$ cat src/rtl/pipe_stage_elastic.sv
// Elastic pipeline stage with a 2-entry skid buffer, flush, and control masking on bubbles.
// Optional PIPE_STAGE_PERF_EN adds stall/bubble/flush counters.
module pipe_stage_elastic #(
  parameter int CTRL_W    = 4,
  parameter int DATA_W    = 101,
  parameter bit ZERO_DATA = 1'b0
) (
  input  logic              clk,
  input  logic              rst,
  input  logic              flush,
  input  logic              in_valid,
  output logic              in_ready,
  input  logic [CTRL_W-1:0] in_ctrl,
  input  logic [DATA_W-1:0] in_data,
  output logic              out_valid,
  input  logic              out_ready,
  output logic [CTRL_W-1:0] out_ctrl,
  output logic [DATA_W-1:0] out_data
`ifdef PIPE_STAGE_PERF_EN
  ,
  output logic [31:0]       stall_cnt,
  output logic [31:0]       bubble_cnt,
  output logic [31:0]       flush_cnt
`endif
);

  typedef enum logic [1:0] {
    EMPTY = 2'd0,
    ONE   = 2'd1,
    TWO   = 2'd2
  } state_t;

  state_t              state_r;
  logic                out_valid_r;
  logic                in_ready_r;
  logic [CTRL_W-1:0]   main_ctrl_r;
  logic [DATA_W-1:0]   main_data_r;
  logic [CTRL_W-1:0]   skid_ctrl_r;
  logic [DATA_W-1:0]   skid_data_r;
  logic                in_xfer_s;
  logic                out_xfer_s;

  assign in_xfer_s  = in_valid & in_ready_r & ~flush;
  assign out_xfer_s = out_valid_r & out_ready;

  // Stage state, handshake flags and both payload entries.
  always_ff @(posedge clk) begin
    if (rst) begin
      state_r     <= EMPTY;
      out_valid_r <= 1'b0;
      in_ready_r  <= 1'b1;
      main_ctrl_r <= {CTRL_W{1'b0}};
      main_data_r <= {DATA_W{1'b0}};
      skid_ctrl_r <= {CTRL_W{1'b0}};
      skid_data_r <= {DATA_W{1'b0}};
    end else if (flush) begin
      // Main payload is kept so the data bundle still shows its last value.
      state_r     <= EMPTY;
      out_valid_r <= 1'b0;
      in_ready_r  <= 1'b1;
    end else begin
      case (state_r)
        EMPTY: begin
          if (in_xfer_s) begin
            main_ctrl_r <= in_ctrl;
            main_data_r <= in_data;
            state_r     <= ONE;
            out_valid_r <= 1'b1;
            in_ready_r  <= 1'b1;
          end else begin
            state_r <= EMPTY;
          end
        end
        ONE: begin
          if (in_xfer_s && out_xfer_s) begin
            main_ctrl_r <= in_ctrl;
            main_data_r <= in_data;
            state_r     <= ONE;
          end else if (in_xfer_s) begin
            skid_ctrl_r <= in_ctrl;
            skid_data_r <= in_data;
            state_r     <= TWO;
            in_ready_r  <= 1'b0;
          end else if (out_xfer_s) begin
            state_r     <= EMPTY;
            out_valid_r <= 1'b0;
            in_ready_r  <= 1'b1;
          end else begin
            state_r <= ONE;
          end
        end
        TWO: begin
          if (out_xfer_s) begin
            main_ctrl_r <= skid_ctrl_r;
            main_data_r <= skid_data_r;
            state_r     <= ONE;
            in_ready_r  <= 1'b1;
          end else begin
            state_r <= TWO;
          end
        end
        default: begin
          state_r     <= EMPTY;
          out_valid_r <= 1'b0;
          in_ready_r  <= 1'b1;
        end
      endcase
    end
  end

  assign out_valid = out_valid_r;
  assign in_ready  = in_ready_r;
  assign out_ctrl  = out_valid_r ? main_ctrl_r : {CTRL_W{1'b0}};
  assign out_data  = (ZERO_DATA && !out_valid_r) ? {DATA_W{1'b0}} : main_data_r;

`ifdef PIPE_STAGE_PERF_EN
  logic [31:0] stall_cnt_r;
  logic [31:0] bubble_cnt_r;
  logic [31:0] flush_cnt_r;

  // Free-running wrap-around event counters.
  always_ff @(posedge clk) begin
    if (rst) begin
      stall_cnt_r  <= 32'd0;
      bubble_cnt_r <= 32'd0;
      flush_cnt_r  <= 32'd0;
    end else begin
      if (out_valid_r && !out_ready) stall_cnt_r <= stall_cnt_r + 32'd1;
      if (!out_valid_r)              bubble_cnt_r <= bubble_cnt_r + 32'd1;
      if (flush && (state_r != EMPTY)) flush_cnt_r <= flush_cnt_r + 32'd1;
    end
  end

  assign stall_cnt  = stall_cnt_r;
  assign bubble_cnt = bubble_cnt_r;
  assign flush_cnt  = flush_cnt_r;
`endif

endmodule

$ cat config.mk
export PLATFORM = sky130hd
export DESIGN_NAME = pipe_stage_elastic
export DESIGN_NICKNAME = d
export VERILOG_FILES = /design/src/rtl/pipe_stage_elastic.sv
export SDC_FILE = /design/constraint.sdc
export NUM_CORES = 1
export LEC_CHECK = 0
export ABC_CLOCK_PERIOD_IN_PS = 2610
export CORE_MARGIN = 2
export CORE_UTILIZATION = 35
export CTS_BUF_LIST = sky130_fd_sc_hd__clkbuf_16
export DETAILED_ROUTE_END_ITERATION = 16
export PLACE_DENSITY = 0.56
export SLEW_MARGIN = 5
export SYNTH_ARGS = -nofsm -noshare
export SYNTH_HDL_FRONTEND = slang
export SYNTH_SLANG_ARGS = --single-unit
$ cat constraint.sdc
create_clock -name clk -period 2.61 [get_ports clk]
set_input_delay 0.522 -clock clk [delete_from_list [all_inputs] [get_ports clk]]
set_output_delay 0.522 -clock clk [all_outputs]
set_load 0.02 [all_outputs]
# Yosys cells after proc, flatten, opt, wreduce, memory -nomap -nowiden
# Cells that the tools add are included.
# Widths: inputs -> output; s select.
op_classes:
  n_addsub: 0
  n_mul: 0
  div: 0
  order_cmp: 0
  eq_ne: 8
  shift: 0
  muxes: 24
  n_bitwise: 6
  reduce_logical: 8
op_table:
  columns: ["operator", "n"]
  rows:
  - ["$mux 101", 3]
  - ["$pmux 101 s3", 1]
  - ["$mux 4", 4]
  - ["$ne 2x2->1 const B", 6]
  - ["$pmux 4 s3", 1]
  - ["$reduce_and 5->1", 2]
  - ["$mux 1", 9]
  - ["$mux 2", 3]
  - ["$pmux 1 s3", 2]
  - ["$pmux 2 s3", 1]
  - ["$reduce_and 4->1", 1]
  - ["$and 1x1->1", 3]
  - ["$not 1->1", 3]
  - ["$reduce_bool 3->1", 1]
  - ["$eq 2x1->1 const B", 1]
  - ["$eq 2x2->1 const B", 1]
  - ["$logic_not 2->1", 1]
  - ["$reduce_and 2->1", 1]
  - ["$reduce_or 2->1", 1]
  - ["$logic_and 1x1->1", 1]
word_totals:
  regBits: 214
  latchBits: 0
  ram_bits: 0
  rom_bits: 0
  inputBits: 110
  output_inout_bits: 107
  word_cells: 53
  mem_count: 0

# Longest topological paths before layout
# Gate-level depths: netlist of run 1.
depth:
  ltp_word: 5
  ltp_mapped: 9
  ltp_nobuf: 5

# Worst setup path after synthesis of run 1
# Ideal clock, no wire load.
synth_timing:
  path_kind: "in2reg"
  start: "input port flush"
  end: "register main_data_r[12], in the netlist out_data[12]"
  setup_time_ns: 0.134
  arrival_ns: 1.704
  t_required_ns: 2.476
  setup_slack_ns: 0.772
  path_stages: 7
  n_path_buf: 3
  path_cell_list: "nand3b_4 a221oi_4 and2_1 buf_2 buf_4 buf_4 a211oi_1"
synth_via:
  elab_chain_cells: 5
  elab_cells_between_ends: 6
  classes_between: "eq/ne (2); bitwise (2); reduce/logical (2)"
synth_lines:
  columns: ["element", "line_no", "rtl"]
  rows:
  - ["from (decl)", "10", "input logic flush,"]
  - ["$not 1->1 (no line) *", null, null]
  - ["$and 1x1->1", "43", "assign in_xfer_s = in_valid & in_ready_r & ~flush;"]
  - ["$logic_and 1x1->1", "75", "if (in_xfer_s && out_xfer_s) begin"]
  - ["$ne 2x2->1 (no line)", null, null]
  - ["$reduce_and 5->1 (no line) *", null, null]
  - ["to (signal assigned)", "53", "main_data_r <= {DATA_W{1'b0}};"]
  - ["to (signal assigned)", "77", "main_data_r <= in_data;"]
  - ["to (signal assigned)", "95", "main_data_r <= skid_data_r;"]
  - ["to (decl)", "37", "logic [DATA_W-1:0] main_data_r;"]
# Mark *: on every way between the ends. The rest lies on a longest branch, timed or not.
# A chain may end at the register's enable or synchronous reset.

# Worst setup path after layout of run 1
layout_timing:
  start: "register out_valid_r, in the netlist out_valid"
  end: "output port out_ctrl[3]"
layout_via:
  elab_chain_cells: 1
layout_lines:
  columns: ["element", "line_no", "rtl"]
  rows:
  - ["from (decl)", "34", "logic out_valid_r;"]
  - ["from (signal assigned)", "50", "out_valid_r <= 1'b0;"]
  - ["from (signal assigned)", "59", "out_valid_r <= 1'b0;"]
  - ["from (signal assigned)", "68", "out_valid_r <= 1'b1;"]
  - ["$mux 4", "113", "assign out_ctrl = out_valid_r ? main_ctrl_r : {CTRL_W{1'b0}};"]
  - ["to (decl)", "17", "output logic [CTRL_W-1:0] out_ctrl,"]
# Every way passes these cells.

==> impl_metrics.toml, run 1 <==
[route]
drt-total-wl_mm = 24.7
dr.pass1.iters = 5
route.detailed.drc = 0
via_count = 7459
drt-met1-wl_mm = 11.3
drt_iter0_drc = 479
highest_layer = "met4"
wl_met3_mm = 1.26
viasPerCell = 5.00
wl_per_cell_um = 16.6
ant_nets = 0
routed-wl-met2_mm = 11.8

[synthesis]
synth_cells = 977
yosysWarnings = 0
ys_ff_latch = 214
synth.net_count = 1091
seq_area_frac_synth_pct = 49.4
synth.distinct_cells = 29
syn-mean-instance-area_um2 = 8.88
synth_area_um2 = 8670

[final_layout]
fill_cells = 2382
syn2layout_area_growth_pct = 37.9
final_cell_mix = "216 x a21oi_1, 215 x nand2_1, 215 x clkdlybuf4s50_1"
final_core_util_pct = 49.2
final_common_cell = "a21oi_1"
layout.nets = 1263
stdcell_count = 1492
post_route_cells_drive_above_1_share_pct = 5.74

[sta]
finalSetupViolations = 0
timing.fmax_ghz = 0.417
finalSetupTns_ps = 0
slew_viol_final = 0
rsz0062_at_grt = "no"
worst_pin_slew_ps = 881
clock_skew_ps = 8.53
hold_viol = 0
post-route-period-util_pct = 91.9
max_slew_margin_pct = 41.3
setup_slack_ps = 212
final_period_minus_worst_setup_slack_ps = 2400

[cts]
cts_made_buffers = 24
cts_resized = 0
hold_buffers = 0
worstSkewPairLatency_ps = 510
htreeDepth = 1
cts.sinks = 214
post_cts_buffers = 0
clk_path_buf_depth = 3
path_clk_slew_ps = 60
cts_tree = "done"
cts_root_buf = "clkbuf_16"

[floorplanning]
rows = 57
dieHeight_um = 161
io_pins = 217
die_w_um = 161
dieArea_um2 = 26100
start_util_pct = 35.7
coreArea_um2 = 24300

[power_and_ir_drop]
ir_worst_vdd_uv = 371
p_leak_nw = 3.80
power_w = 0.00771
cellPowerDensity_nw_per_um2 = 645

[placed_design]
dp.cells = 1447
place.gp.congestion = 0.764
dp_slack_ps = 129
port_buffers = 216
post-dp-hpwl_mm = 15.0

[worst_setup_path]
startpoint_type = "flip-flop"
slowest_stage = "clkdlybuf4s50_1"
path_class = "reg2out"
reg2reg_to = "out_data[63]$_SDFFE_PP0P_"
regToRegStartpoint = "state_r[0]$_SDFF_PP0_"
worstPathArrival_ps = 1880
cp_cell_sequence = "and2_1, clkdlybuf4s50_1"
slowest_delay_ps = 650
end_kind = "output pin"
reg2reg_depth = 7
worstPathRequired_ps = 2090
crit_buf_inv = 1
reg2reg_slack_ps = 520
crit_start = "out_valid$_SDFFE_PP0P_"
path_max_fanout = 9
path_delay_family = "buffers and inverters"

[grt]
grt.total_usage_pct = 18.3
grt_antenna_before_repair = 1
grt_max_degree = 110
grt_pass1_wl_mm = 39.0
grt_pass1_vias = 6923
gr-total-overflow = 0

[hold_path]
worstHoldStart = "rst"
holdPathEnd = "skid_data_r[58]$_SDFFE_PP0P_"
hold_depth = 2
min_path_type = "in2reg"

[flow_run]
maxCapViolations = 0

[run_status]
status = "completed"
## per-layer routing
| metal | global-route usage, % | vias to the layer above |
|---|---|---|
| li1 | - | 3781 |
| met1 | 25.2 | 3485 |
| met2 | 29.5 | 163 |
| met3 | 3.72 | 30 |
| met4 | 3.90 | 0 |
| met5 | 0 | - |
## synth_stat cells
cell | instances | area (um2)
clkbuf_1 | 58 | 218
a41o_1 | 1 | 10.0
xnor2_1 | 1 | 8.76
a32oi_1 | 1 | 8.76
nor2_1 | 1 | 3.75
o21ai_1 | 1 | 5.00
nor4_1 | 1 | 6.26
nand2_1 | 215 | 807
a31oi_1 | 1 | 6.26
buf_1 | 2 | 7.51
and3_1 | 1 | 6.26
nand2_2 | 1 | 6.26
a211oi_1 | 105 | 788
o21ai_0 | 1 | 5.00
buf_2 | 23 | 115
buf_4 | 11 | 82.6
inv_1 | 2 | 7.51
nand3b_4 | 1 | 20.0
a221oi_4 | 1 | 26.3
and3b_1 | 1 | 8.76
or3_1 | 1 | 6.26
ha_1 | 4 | 50.1
nand3_1 | 1 | 5.00
o221a_2 | 1 | 11.3
dfxtp_1 | 214 | 4280
a21oi_1 | 216 | 1080
or2_1 | 1 | 6.26
mux2i_1 | 105 | 1050
and2_1 | 5 | 31.3
## per-stage QoR
stage | hold slack (ps) | area (um2)
after floorplan | 436 | 8670
after global placement | 441 | 11200
after detailed placement | 446 | 11200
after CTS | 397 | 12000
after global routing | 420 | 12000
final | 413 | 12000
## state kept, by name, indices dropped and copies added, names as in the netlist
register,count
skid_ctrl_r,4
out_valid,1
skid_data_r,101
in_ready,1
state_r,2
out_data,101
main_ctrl_r,4
## worst max path at each step
stage | to | slack, ps | depth (start not counted)
3_3_place_gp | out_data[70]$_SDFFE_PP0P_ | 180 | 7
4_1_cts | out_ctrl[3] | 170 | 2
2_1_floorplan | out_data[12]$_SDFFE_PP0P_ | 770 | 7
5_1_grt | out_ctrl[3] | 130 | 2
3_5_place_dp | out_data[61]$_SDFFE_PP0P_ | 130 | 6
6_report | out_ctrl[3] | 210 | 2
## power breakdown
group | switching (W) | total [W] | internal (W)
registers | 0.0000696 | 0.00346 | 0.00339
logic | 0.000491 | 0.000980 | 0.000489
clock network | 0.00134 | 0.00327 | 0.00192
total | 0.00191 | 0.00771 | 0.00580
## worst register-to-register path, delay by kind of cell (launching register included)
kind / cells / cell delay, ps
adders and majority gates: 1 / 300
buffers and inverters: 3 / 550
AOI/OAI and AO/OA: 3 / 770
DFF: 1 / 380
## logic make-up (layout without fill, tap and decap cells)
logic type	Yosys count	after routing	synth area share (%)
buffers and inverters	96	286	4.96
adder cells (fa/ha/maj)	4	4	0.577
multiplexers	105	105	12.1
XOR/XNOR	1	1	0.101
AO/OA/AOI/OAI	328	328	22.4
flip-flops	214	214	49.4
AND/OR/NAND/NOR	229	229	10.5
other	0	1	0
## final cells by class
class                           count  area [um2]  area share [%]
Timing Repair Buffer              240        2490            20.8
Clock inverter                     19         139            1.16
Inverter                            2        7.51          0.0628
Tap cell                          324         405            3.39
Antenna cell                        1        2.50          0.0209
Sequential cell                   214        4280            35.8
Clock buffer                       25         626            5.23
Multi-Input combinational cell    667        4000            33.5
Power figures use the tool's default switching activity.
==> run 2: changes to the inputs <==
- SLEW_MARGIN: 5 -> 0
==> results of run 2 <==
Final layout, timing and power as in run 1 (identical DEF).
==> run 3: changes to the inputs <==
- CORE_UTILIZATION: 35 -> 53
- PLACE_DENSITY: 0.56 -> 0.81
- SKIP_CTS_REPAIR_TIMING: unset -> 1
==> impl_metrics.toml, run 3 (synthesized netlist as in run 1, its figures left out) <==
[run_status]
status = "completed"

[route]
via_count = 7733
ant_nets = 0
route.detailed.drc = 0
wl_per_cell_um = 16.9
dr.pass1.iters = 4
viasPerCell = 5.64
drt_iter0_drc = 519
drt-total-wl_mm = 23.2

[floorplanning]
io_pins = 217
coreArea_um2 = 15900
dieArea_um2 = 17400
start_util_pct = 54.4
rows = 46
die_w_um = 132
dieHeight_um = 132

[hold_path]
hold_depth = 2
min_path_type = "reg2reg"
worstHoldStart = "skid_data_r[78]$_SDFFE_PP0P_"
holdPathEnd = "skid_data_r[78]$_SDFFE_PP0P_"

[final_layout]
finish.instance_area_um2 = 11700
syn2layout_area_growth_pct = 34.7
final_cell_mix = "216 x a21oi_1, 215 x nand2_1, 215 x clkdlybuf4s50_1"
final_common_cell = "a21oi_1"
diodes = 0
post_route_cells_drive_above_1_share_pct = 4.77
final_core_util_pct = 73.3
layout.nets = 1256

[worst_setup_path]
startpoint_type = "flip-flop"
reg2reg_depth = 6
end_kind = "output pin"
path_max_fanout = 9
path_class = "reg2out"
reg2reg_to = "out_data[71]$_SDFFE_PP0P_"
reg2reg_slack_ps = 570
worstPathRequired_ps = 2090
worstPathArrival_ps = 1870
regToRegStartpoint = "state_r[0]$_SDFF_PP0_"

[placed_design]
port_buffers = 216
placed_area_um2 = 11000
place.gp.congestion = 0.807
post-dp-hpwl_mm = 14.1

[power_and_ir_drop]
sw_frac_of_total_pct = 24.4
intPower_w = 0.00555
cellPowerDensity_nw_per_um2 = 628
p_comb_share_pct = 13.3
pwr-share-seq_pct = 47.2
ir_worst_vdd_uv = 429
p_sw_w = 0.00179
p_leak_nw = 3.73
clockPowerShare_pct = 39.5

[grt]
gr-total-overflow = 0
grt_antenna_before_repair = 0
grt_max_degree = 110
grt_pass1_vias = 7448
grt_pass1_wl_mm = 37.1
grt.total_usage_pct = 25.4

[cts]
cts_tree = "done"
clk_path_buf_depth = 3
cts.sinks = 214
worstSkewPairLatency_ps = 500
htreeDepth = 1
cts_made_buffers = 22
cts_root_buf = "clkbuf_16"
path_clk_slew_ps = 60

[sta]
finalSetupViolations = 0
hold_viol = 0
final_period_minus_worst_setup_slack_ps = 2400
timing.fmax_ghz = 0.417
rsz0062_at_grt = "no"
finalSetupTns_ps = 0
max_slew_margin_pct = 41.1
post-route-period-util_pct = 91.8
worst_pin_slew_ps = 883
clock_skew_ps = 6.47
slew_viol_final = 0

[flow_run]
maxCapViolations = 0
## run 3: cell types whose count changed in the layout (fill, tap and decap cells not counted)
cell        delta
buf_4          -6
buf_12         +1
clkinv_2       -1
clkinv_1       -1
clkinvlp_4     -3
diode_2        -1
clkbuf_16      -2
bufinv_16      -1
## run 3: per-stage QoR
| step | total power, W | hold WS, ps | worst slack, ps | std cells |
|---|---|---|---|---|
| after floorplan | 0.00400 | 436 | 772 | 977 |
| after CTS | 0.00739 | 454 | 198 | 1370 |
| after global routing | 0.00760 | 469 | 169 | 1370 |
| after detailed placement | 0.00450 | 446 | 39.0 | 1334 |
| after global placement | 0.00449 | 441 | 92.1 | 1334 |
| final | 0.00733 | 453 | 213 | 1370 |
## run 3: final cells by class
| class | instances | area (um2) |
|---|---|---|
| clock buffers | 23 | 576 |
| repair buffers | 235 | 2470 |
| fillers | 1208 | 4260 |
| inverters | 2 | 7.51 |
| well taps | 216 | 270 |
| multi-input cells | 667 | 4000 |
| flip-flops and latches | 214 | 4280 |
| clock inverters | 13 | 77.6 |
## run 3: critical path, cell delays in order, from the launching register on
cell and delay [ps]:
dfxtp_1 550, and2_1 190, clkdlybuf4s50_1 640
## run 3: metal layers
layer | vias up | global-route usage [%] | part of all wire (%)
met3 | 59 | 5.31 | 6.1
met2 | 243 | 43.6 | 49
li1 | 3778 | - | -
met1 | 3653 | 30.9 | 42
met4 | 0 | 10.9 | 3.6
met5 | - | 0 | 0
## run 3: power by group through the flow
stage	Sequential, W	Combinational (W)	Clock (W)
floorplan	0.00365	0.000350	0
global placement	0.00353	0.000959	0
detailed placement	0.00353	0.000976	0
CTS	0.00346	0.000979	0.00295
global route	0.00347	0.00104	0.00308
finish	0.00346	0.000978	0.00290
## run 3: worst max path at each step
stage | start | to | slack [ps]
finish | out_valid$_SDFFE_PP0P_ | out_ctrl[2] | 210
global route | out_valid$_SDFFE_PP0P_ | out_ctrl[0] | 170
CTS | out_valid$_SDFFE_PP0P_ | out_ctrl[3] | 200
detailed placement | flush | out_data[71]$_SDFFE_PP0P_ | 40
global placement | flush | out_data[59]$_SDFFE_PP0P_ | 90
floorplan | flush | out_data[12]$_SDFFE_PP0P_ | 770
